`src/rtl/operand_fetch_unit_pkg.sv`:
```
// Shared definitions for the operand fetch unit.
// Holds the default operand/register-address widths and the FSM state encoding.
package operand_fetch_unit_pkg;

  localparam int unsigned OFU_DATA_WIDTH     = 32;
  localparam int unsigned OFU_REG_ADDR_WIDTH = 5;

  typedef enum logic [1:0] {
    ST_IDLE  = 2'd0,
    ST_READ  = 2'd1,
    ST_HOLD  = 2'd2,
    ST_WRITE = 2'd3
  } ofu_state_e;

endpackage

```
`src/rtl/operand_fetch_unit_if.sv`:
```
// Bus bundle between the operand fetch unit and its neighbours.
// Signals:
//   request  : req_valid/req_ready, rs_addr, rt_addr
//   operands : op_valid/op_ready, op_a, op_b
//   writeback: wb_valid/wb_ready, wb_addr, wb_data
//   regfile  : rf_read, rf_write, rf_addr_r1, rf_addr_r2, rf_addr_w, rf_data_w,
//              rf_data_r1, rf_data_r2
// The slave modport is the fetch unit; the master modport is its environment.
interface operand_fetch_unit_if
  import operand_fetch_unit_pkg::*;
#(
  parameter int unsigned DATA_WIDTH     = OFU_DATA_WIDTH,
  parameter int unsigned REG_ADDR_WIDTH = OFU_REG_ADDR_WIDTH
) ();

  logic                      req_valid;
  logic                      req_ready;
  logic [REG_ADDR_WIDTH-1:0] rs_addr;
  logic [REG_ADDR_WIDTH-1:0] rt_addr;

  logic                      op_valid;
  logic                      op_ready;
  logic [DATA_WIDTH-1:0]     op_a;
  logic [DATA_WIDTH-1:0]     op_b;

  logic                      wb_valid;
  logic                      wb_ready;
  logic [REG_ADDR_WIDTH-1:0] wb_addr;
  logic [DATA_WIDTH-1:0]     wb_data;

  logic                      rf_read;
  logic                      rf_write;
  logic [REG_ADDR_WIDTH-1:0] rf_addr_r1;
  logic [REG_ADDR_WIDTH-1:0] rf_addr_r2;
  logic [REG_ADDR_WIDTH-1:0] rf_addr_w;
  logic [DATA_WIDTH-1:0]     rf_data_w;
  logic [DATA_WIDTH-1:0]     rf_data_r1;
  logic [DATA_WIDTH-1:0]     rf_data_r2;

  modport slave (
    input  req_valid, rs_addr, rt_addr, op_ready, wb_valid, wb_addr, wb_data,
           rf_data_r1, rf_data_r2,
    output req_ready, op_valid, op_a, op_b, wb_ready, rf_read, rf_write,
           rf_addr_r1, rf_addr_r2, rf_addr_w, rf_data_w
  );

  modport master (
    output req_valid, rs_addr, rt_addr, op_ready, wb_valid, wb_addr, wb_data,
           rf_data_r1, rf_data_r2,
    input  req_ready, op_valid, op_a, op_b, wb_ready, rf_read, rf_write,
           rf_addr_r1, rf_addr_r2, rf_addr_w, rf_data_w
  );

endinterface

```
`src/rtl/operand_fetch_unit.sv`:
```
// Operand fetch unit: arbitrates between write-back and operand-fetch requests
// onto an external register file, one port access per cycle.
// Ports:
//   CLK : clock, all state on posedge
//   RST : asynchronous active-high reset
//   bus : operand_fetch_unit_if.slave (request, operand, write-back, regfile)
// Write-back wins over a simultaneous request, so a request issued alongside a
// write to the same register returns the freshly written value.
module operand_fetch_unit
  import operand_fetch_unit_pkg::*;
#(
  parameter int unsigned DATA_WIDTH     = OFU_DATA_WIDTH,
  parameter int unsigned REG_ADDR_WIDTH = OFU_REG_ADDR_WIDTH
) (
  input  logic                 CLK,
  input  logic                 RST,
  operand_fetch_unit_if.slave  bus
);

  ofu_state_e                state;
  ofu_state_e                state_next;

  logic [REG_ADDR_WIDTH-1:0] rs_q;
  logic [REG_ADDR_WIDTH-1:0] rt_q;
  logic [DATA_WIDTH-1:0]     op_a_q;
  logic [DATA_WIDTH-1:0]     op_b_q;

  logic                      req_ready_c;
  logic                      wb_ready_c;
  logic                      op_valid_c;
  logic                      rf_read_c;
  logic                      rf_write_c;
  logic [REG_ADDR_WIDTH-1:0] rf_addr_w_c;
  logic [DATA_WIDTH-1:0]     rf_data_w_c;

  // State register, request address latch and operand capture.
  always_ff @(posedge CLK or posedge RST) begin
    if (RST) begin
      state  <= ST_IDLE;
      rs_q   <= '0;
      rt_q   <= '0;
      op_a_q <= '0;
      op_b_q <= '0;
    end else begin
      state <= state_next;
      if (bus.req_valid && req_ready_c) begin
        rs_q <= bus.rs_addr;
        rt_q <= bus.rt_addr;
      end
      // Operands only ever change at the end of the single READ cycle.
      if (state == ST_READ) begin
        op_a_q <= bus.rf_data_r1;
        op_b_q <= bus.rf_data_r2;
      end
    end
  end

  // Next-state and strobe decode.
  always_comb begin
    state_next  = state;
    req_ready_c = 1'b0;
    wb_ready_c  = 1'b0;
    op_valid_c  = 1'b0;
    rf_read_c   = 1'b0;
    rf_write_c  = 1'b0;
    rf_addr_w_c = '0;
    rf_data_w_c = '0;
    unique case (state)
      ST_IDLE: begin
        // A pending write-back blocks request acceptance this cycle.
        req_ready_c = !bus.wb_valid && !RST;
        if (bus.wb_valid) begin
          state_next = ST_WRITE;
        end else if (bus.req_valid) begin
          state_next = ST_READ;
        end
      end
      ST_READ: begin
        rf_read_c  = 1'b1;
        state_next = ST_HOLD;
      end
      ST_HOLD: begin
        op_valid_c = 1'b1;
        if (bus.op_ready) begin
          state_next = ST_IDLE;
        end
      end
      ST_WRITE: begin
        // Register 0 is hard-wired: acknowledge but suppress the strobe.
        wb_ready_c  = 1'b1;
        rf_addr_w_c = bus.wb_addr;
        rf_data_w_c = bus.wb_data;
        rf_write_c  = (bus.wb_addr != '0);
        state_next  = ST_IDLE;
      end
      default: state_next = ST_IDLE;
    endcase
  end

  assign bus.req_ready  = req_ready_c;
  assign bus.wb_ready   = wb_ready_c;
  assign bus.op_valid   = op_valid_c;
  assign bus.op_a       = op_a_q;
  assign bus.op_b       = op_b_q;
  assign bus.rf_read    = rf_read_c;
  assign bus.rf_write   = rf_write_c;
  assign bus.rf_addr_r1 = rs_q;
  assign bus.rf_addr_r2 = rt_q;
  assign bus.rf_addr_w  = rf_addr_w_c;
  assign bus.rf_data_w  = rf_data_w_c;

endmodule
```
`src/flat_wrapper.sv`:
```
// flat-port wrapper written by rule: the top's interface ports become plain ports
module operand_fetch_unit_flat import operand_fetch_unit_pkg::*;
#(
  parameter int unsigned DATA_WIDTH     = OFU_DATA_WIDTH,
  parameter int unsigned REG_ADDR_WIDTH = OFU_REG_ADDR_WIDTH
)
  (CLK, RST, bus_req_valid, bus_rs_addr, bus_rt_addr, bus_op_ready, bus_wb_valid, bus_wb_addr, bus_wb_data, bus_rf_data_r1, bus_rf_data_r2, bus_req_ready, bus_op_valid, bus_op_a, bus_op_b, bus_wb_ready, bus_rf_read, bus_rf_write, bus_rf_addr_r1, bus_rf_addr_r2, bus_rf_addr_w, bus_rf_data_w);
  operand_fetch_unit_if #(.DATA_WIDTH(DATA_WIDTH), .REG_ADDR_WIDTH(REG_ADDR_WIDTH)) bus_i ();
  input  logic CLK;
  input  logic RST;
  input wire logic [$bits(bus_i.req_valid)-1:0] bus_req_valid;
  input wire logic [$bits(bus_i.rs_addr)-1:0] bus_rs_addr;
  input wire logic [$bits(bus_i.rt_addr)-1:0] bus_rt_addr;
  input wire logic [$bits(bus_i.op_ready)-1:0] bus_op_ready;
  input wire logic [$bits(bus_i.wb_valid)-1:0] bus_wb_valid;
  input wire logic [$bits(bus_i.wb_addr)-1:0] bus_wb_addr;
  input wire logic [$bits(bus_i.wb_data)-1:0] bus_wb_data;
  input wire logic [$bits(bus_i.rf_data_r1)-1:0] bus_rf_data_r1;
  input wire logic [$bits(bus_i.rf_data_r2)-1:0] bus_rf_data_r2;
  output wire logic [$bits(bus_i.req_ready)-1:0] bus_req_ready;
  output wire logic [$bits(bus_i.op_valid)-1:0] bus_op_valid;
  output wire logic [$bits(bus_i.op_a)-1:0] bus_op_a;
  output wire logic [$bits(bus_i.op_b)-1:0] bus_op_b;
  output wire logic [$bits(bus_i.wb_ready)-1:0] bus_wb_ready;
  output wire logic [$bits(bus_i.rf_read)-1:0] bus_rf_read;
  output wire logic [$bits(bus_i.rf_write)-1:0] bus_rf_write;
  output wire logic [$bits(bus_i.rf_addr_r1)-1:0] bus_rf_addr_r1;
  output wire logic [$bits(bus_i.rf_addr_r2)-1:0] bus_rf_addr_r2;
  output wire logic [$bits(bus_i.rf_addr_w)-1:0] bus_rf_addr_w;
  output wire logic [$bits(bus_i.rf_data_w)-1:0] bus_rf_data_w;
  assign bus_i.req_valid = bus_req_valid;
  assign bus_i.rs_addr = bus_rs_addr;
  assign bus_i.rt_addr = bus_rt_addr;
  assign bus_i.op_ready = bus_op_ready;
  assign bus_i.wb_valid = bus_wb_valid;
  assign bus_i.wb_addr = bus_wb_addr;
  assign bus_i.wb_data = bus_wb_data;
  assign bus_i.rf_data_r1 = bus_rf_data_r1;
  assign bus_i.rf_data_r2 = bus_rf_data_r2;
  assign bus_req_ready = bus_i.req_ready;
  assign bus_op_valid = bus_i.op_valid;
  assign bus_op_a = bus_i.op_a;
  assign bus_op_b = bus_i.op_b;
  assign bus_wb_ready = bus_i.wb_ready;
  assign bus_rf_read = bus_i.rf_read;
  assign bus_rf_write = bus_i.rf_write;
  assign bus_rf_addr_r1 = bus_i.rf_addr_r1;
  assign bus_rf_addr_r2 = bus_i.rf_addr_r2;
  assign bus_rf_addr_w = bus_i.rf_addr_w;
  assign bus_rf_data_w = bus_i.rf_data_w;
  operand_fetch_unit #(.DATA_WIDTH(DATA_WIDTH), .REG_ADDR_WIDTH(REG_ADDR_WIDTH)) u_core (.CLK(CLK), .RST(RST), .bus(bus_i));
endmodule
```
`config.mk`:
```
export PLATFORM = sky130hd
export DESIGN_NAME = operand_fetch_unit_flat
export DESIGN_NICKNAME = d
export VERILOG_FILES = /design/src/rtl/operand_fetch_unit_pkg.sv /design/src/rtl/operand_fetch_unit_if.sv /design/src/rtl/operand_fetch_unit.sv /design/src/flat_wrapper.sv
export SDC_FILE = /design/constraint.sdc
export NUM_CORES = 1
export LEC_CHECK = 0
export CAP_MARGIN = 20
export CORE_MARGIN = 2
export CORE_UTILIZATION = 34
export CTS_CLUSTER_DIAMETER = 30
export DETAILED_ROUTE_END_ITERATION = 8
export HOLD_SLACK_MARGIN = 0.12
export PLACE_DENSITY = 0.82
export SETUP_SLACK_MARGIN = 0.02
export SLEW_MARGIN = 25
export SYNTH_ARGS = -nofsm -noshare
export SYNTH_HDL_FRONTEND = slang
export SYNTH_SLANG_ARGS = --single-unit
```
`constraint.sdc`:
```
create_clock -name CLK -period 2.69 [get_ports CLK]
set_input_delay 0.4035 -clock CLK [delete_from_list [all_inputs] [get_ports CLK]]
set_output_delay 0.4035 -clock CLK [all_outputs]
set_load 0.005 [all_outputs]
```
==> metrics.csv <==
stage;metric;value;unit
routing;Via Count;2548;
cts;worst-skew pair later-pin latency;0.35;ns
cts;CTS tree;done;
sta;Final setup viols;0;
min_path;hold path cells;1;
sta;setup tns final;0;ns
sta;measured slew at the worst slew-check pin;0.580;ns
cts;clock sink total;76;
power_and_ir_drop;Int Pwr;4.38;mW
power_and_ir_drop;Max VDD drop;0.646;mV
yosys;syn_area_per_cell;14.8;um^2
min_path;Hold Crit Class;reg2reg;
power_and_ir_drop;power share of the combinational group;0.469;
power_and_ir_drop;switching part of the total;0.270;
critical_path;startpoint types;flip-flop;
power_and_ir_drop;P_sw;1.62;mW
global_route;largest net degree at the start of global routing;46;
yosys;post-synthesis net count;330;
floorplanning;Core Region;0.00915;mm^2
routing;initial DRC count;30;
critical_path;Critical Path RT;2.29;ns
critical_path;Worst path max stage delay;0.58;ns
cts;Num CTS Buffers;9;
routing;WL final;9110;um
critical_path;crit path buf inv count;2;
yosys;sequential share of the synthesized area;0.601;
sta;unrepaired setup endpoints after global routing;no;
yosys;Mapped Cells;214;
yosys;share of the synthesized area in the top cell type;0.601;
placed_design;Final Wtd Congestion;0.789;
yosys;Primary FF master, synth;dfrtp_1;
critical_path;Reg-to-Reg Start;u_core.state[1];
finish;layout cell share with drive strength beyond 1;0.217;
critical_path;r2r setup slk;0.69;ns
yosys;EDFF count, synth;0;
floorplanning;die height;100;um
critical_path;Arr. time, crit path;2.07;ns
floorplanning;FP Rows;35;
routing;Routed wire per std cell;16.2;um
critical_path;CP Class;reg2out;
routing;ANT nets after route;0;
critical_path;critical-path cell list;buf_4 -> and2_1 -> o21a_1 -> clkdlybuf4s50_1;
power_and_ir_drop;Lkg Pwr;2.48;nW
power_and_ir_drop;power share of the sequential group;0.350;
cts;Setup Fix Bufs, Post-CTS;0;
min_path;min-delay src;u_core.bus.op_a[1];
sta;crit share post-route;0.919;
global_route;gr ovfl total;0;
yosys;most frequent cell after synthesis;dfrtp_1;
yosys;async set-reset flop share out of synthesis;1.00;
job;max-cap viol count;0;
critical_path;Crit path max-delay family;buffers and inverters;
finish;Inserted Diodes;0;
critical_path;R2R depth;4;
routing;routed vias/inst;4.53;
yosys;synthesized flop and latch total;76;
sta;fin. max-slew vios;0;
yosys;synth top area cells;dfrtp_1 60%, mux2_2 26%, and3_1 7.3%, buf_6 2.1%, clkbuf_1 0.95%;
sta;Worst slew margin;0.613;
power_and_ir_drop;PD cells;1030;mW/mm^2
routing;DRC viols;0;
floorplanning;Die X;100;um
floorplanning;Initial Util;0.346;
critical_path;CP max stage cell;dfrtp_1;
outcome;status;complete, no violations;
global_route;initial antenna violation count;0;
global_route;first-pass GRT wire length;14200;um
yosys;Cell variety after synth;19;
routing;DR pass1 iterations;3;
floorplanning;I/O Pins;232;
cts;H-tree depth;3;
finish;fill count;695;
yosys;cell area after synthesis;0.00316;mm^2
cts;CTS Buffer Depth;2;
placed_design;port buffer count;231;
sta;Final min period;2.47;ns
placed_design;Detailed Place HPWL;7050;um
critical_path;crit path max fanout;33;
finish;Final Util;0.637;
finish;Area Overhead vs Synth;84.2;%
cts;Clock transition at path regs;0.07;ns
finish;Layout Nets;562;
min_path;Hold EP;u_core.bus.op_a[1];
critical_path;Critical Path Sink Type;primary output;
sta;fmax;405;MHz
global_route;vias in the first global route;2753;
critical_path;reg-to-reg endpoint;u_core.bus.op_b[14];
global_route;Total Routing Usage GR;0.181;
sta;Final Hold Fails;0;
yosys;Yosys top cell by area;dfrtp_1;
yosys;most common library cells after synthesis;76 x dfrtp_1, 72 x mux2_2, 37 x and3_1;
floorplanning;Die Footprint;0.0101;mm^2
sta;Clock Skew;0.00628;ns
power_and_ir_drop;Clock power frac;0.181;
cts;root buf cell;clkbuf_8;
cts;hold buffers post-CTS;0;
yosys;total of warnings raised by yosys;0;
cts;post-CTS sizing;0;
==> layer usage <==
layer,vias up,global-route usage,share of wire
met4,0,0.0548,0.015
li1,1226,-,-
met3,13,0.0444,0.054
met1,1222,0.217,0.40
met5,-,0,0
met2,87,0.322,0.53
==> registers in the layout, indices dropped and copies added, names as in the netlist <==
register and cells:
u_core.bus.rf_addr_r1 5, u_core.state 2, u_core.bus.rf_addr_r2 5, u_core.bus.op_b 32
u_core.bus.op_a 32
==> layout make-up <==
| cell class | instances | area, um^2 | area share |
|---|---|---|---|
| repair buffers | 236 | 2360 | 0.405 |
| clock inverters | 5 | 106 | 0.0182 |
| clock buffers | 11 | 151 | 0.0260 |
| well taps | 111 | 139 | 0.0238 |
| multi-input cells | 122 | 1160 | 0.199 |
| inverters | 1 | 5.00 | 0.000859 |
| flip-flops and latches | 76 | 1900 | 0.327 |
==> layout by cell type, fill, tap and decap left out, drive strengths merged, types with 2 or more instances in the layout <==
cell type      synthesis  layout
and3                  37      37
buf                    7       5
bufinv                 0       3
clkbuf                 8      11
clkdlybuf4s50          0     231
dfrtp                 76      76
mux2                  74      74
nor2b                  2       2
==> worst max path at each step <==
stage | start | endpoint | slack (ns) | cells after the start
after detailed placement | bus_wb_addr[2] | bus_rf_write | 0.34 | 4
after CTS | u_core.state[1] | bus_rf_write | 0.04 | 3
after global placement | bus_wb_addr[2] | bus_rf_write | 0.33 | 4
final | u_core.state[0] | bus_rf_write | 0.22 | 4
after floorplan | RST | u_core.bus.op_a[0] | 0.35 | 1
after global routing | u_core.state[0] | bus_rf_write | 0.10 | 4
==> cell families after synthesis <==
| logic type | Yosys count | share of synthesized area |
|---|---|---|
| mux | 74 | 0.263 |
| compound gates | 3 | 0.00672 |
| buf+inv | 16 | 0.0336 |
| simple gates | 45 | 0.0953 |
| flops | 76 | 0.601 |
==> power by group through the flow <==
stage	clock, mW	combinational [mW]	sequential [mW]
2_1_floorplan	0	1.09	2.09
3_3_place_gp	0	2.78	2.08
3_5_place_dp	0	2.85	2.13
4_1_cts	1.13	2.86	2.10
5_1_grt	1.17	3.00	2.20
6_report	1.09	2.81	2.10
==> stage by stage <==
stage	instance area (um^2)	power, mW	setup slack [ns]	std cells	hold WS [ns]
2_1_floorplan	3160	3.18	0.348	214	0.483
3_5_place_dp	5570	4.98	0.343	546	0.491
5_1_grt	5830	6.37	0.101	562	0.518
3_3_place_gp	5570	4.86	0.334	546	0.471
6_report	5830	6.00	0.219	562	0.497
4_1_cts	5830	6.10	0.0438	562	0.509
(Power assumes the default switching activity.)
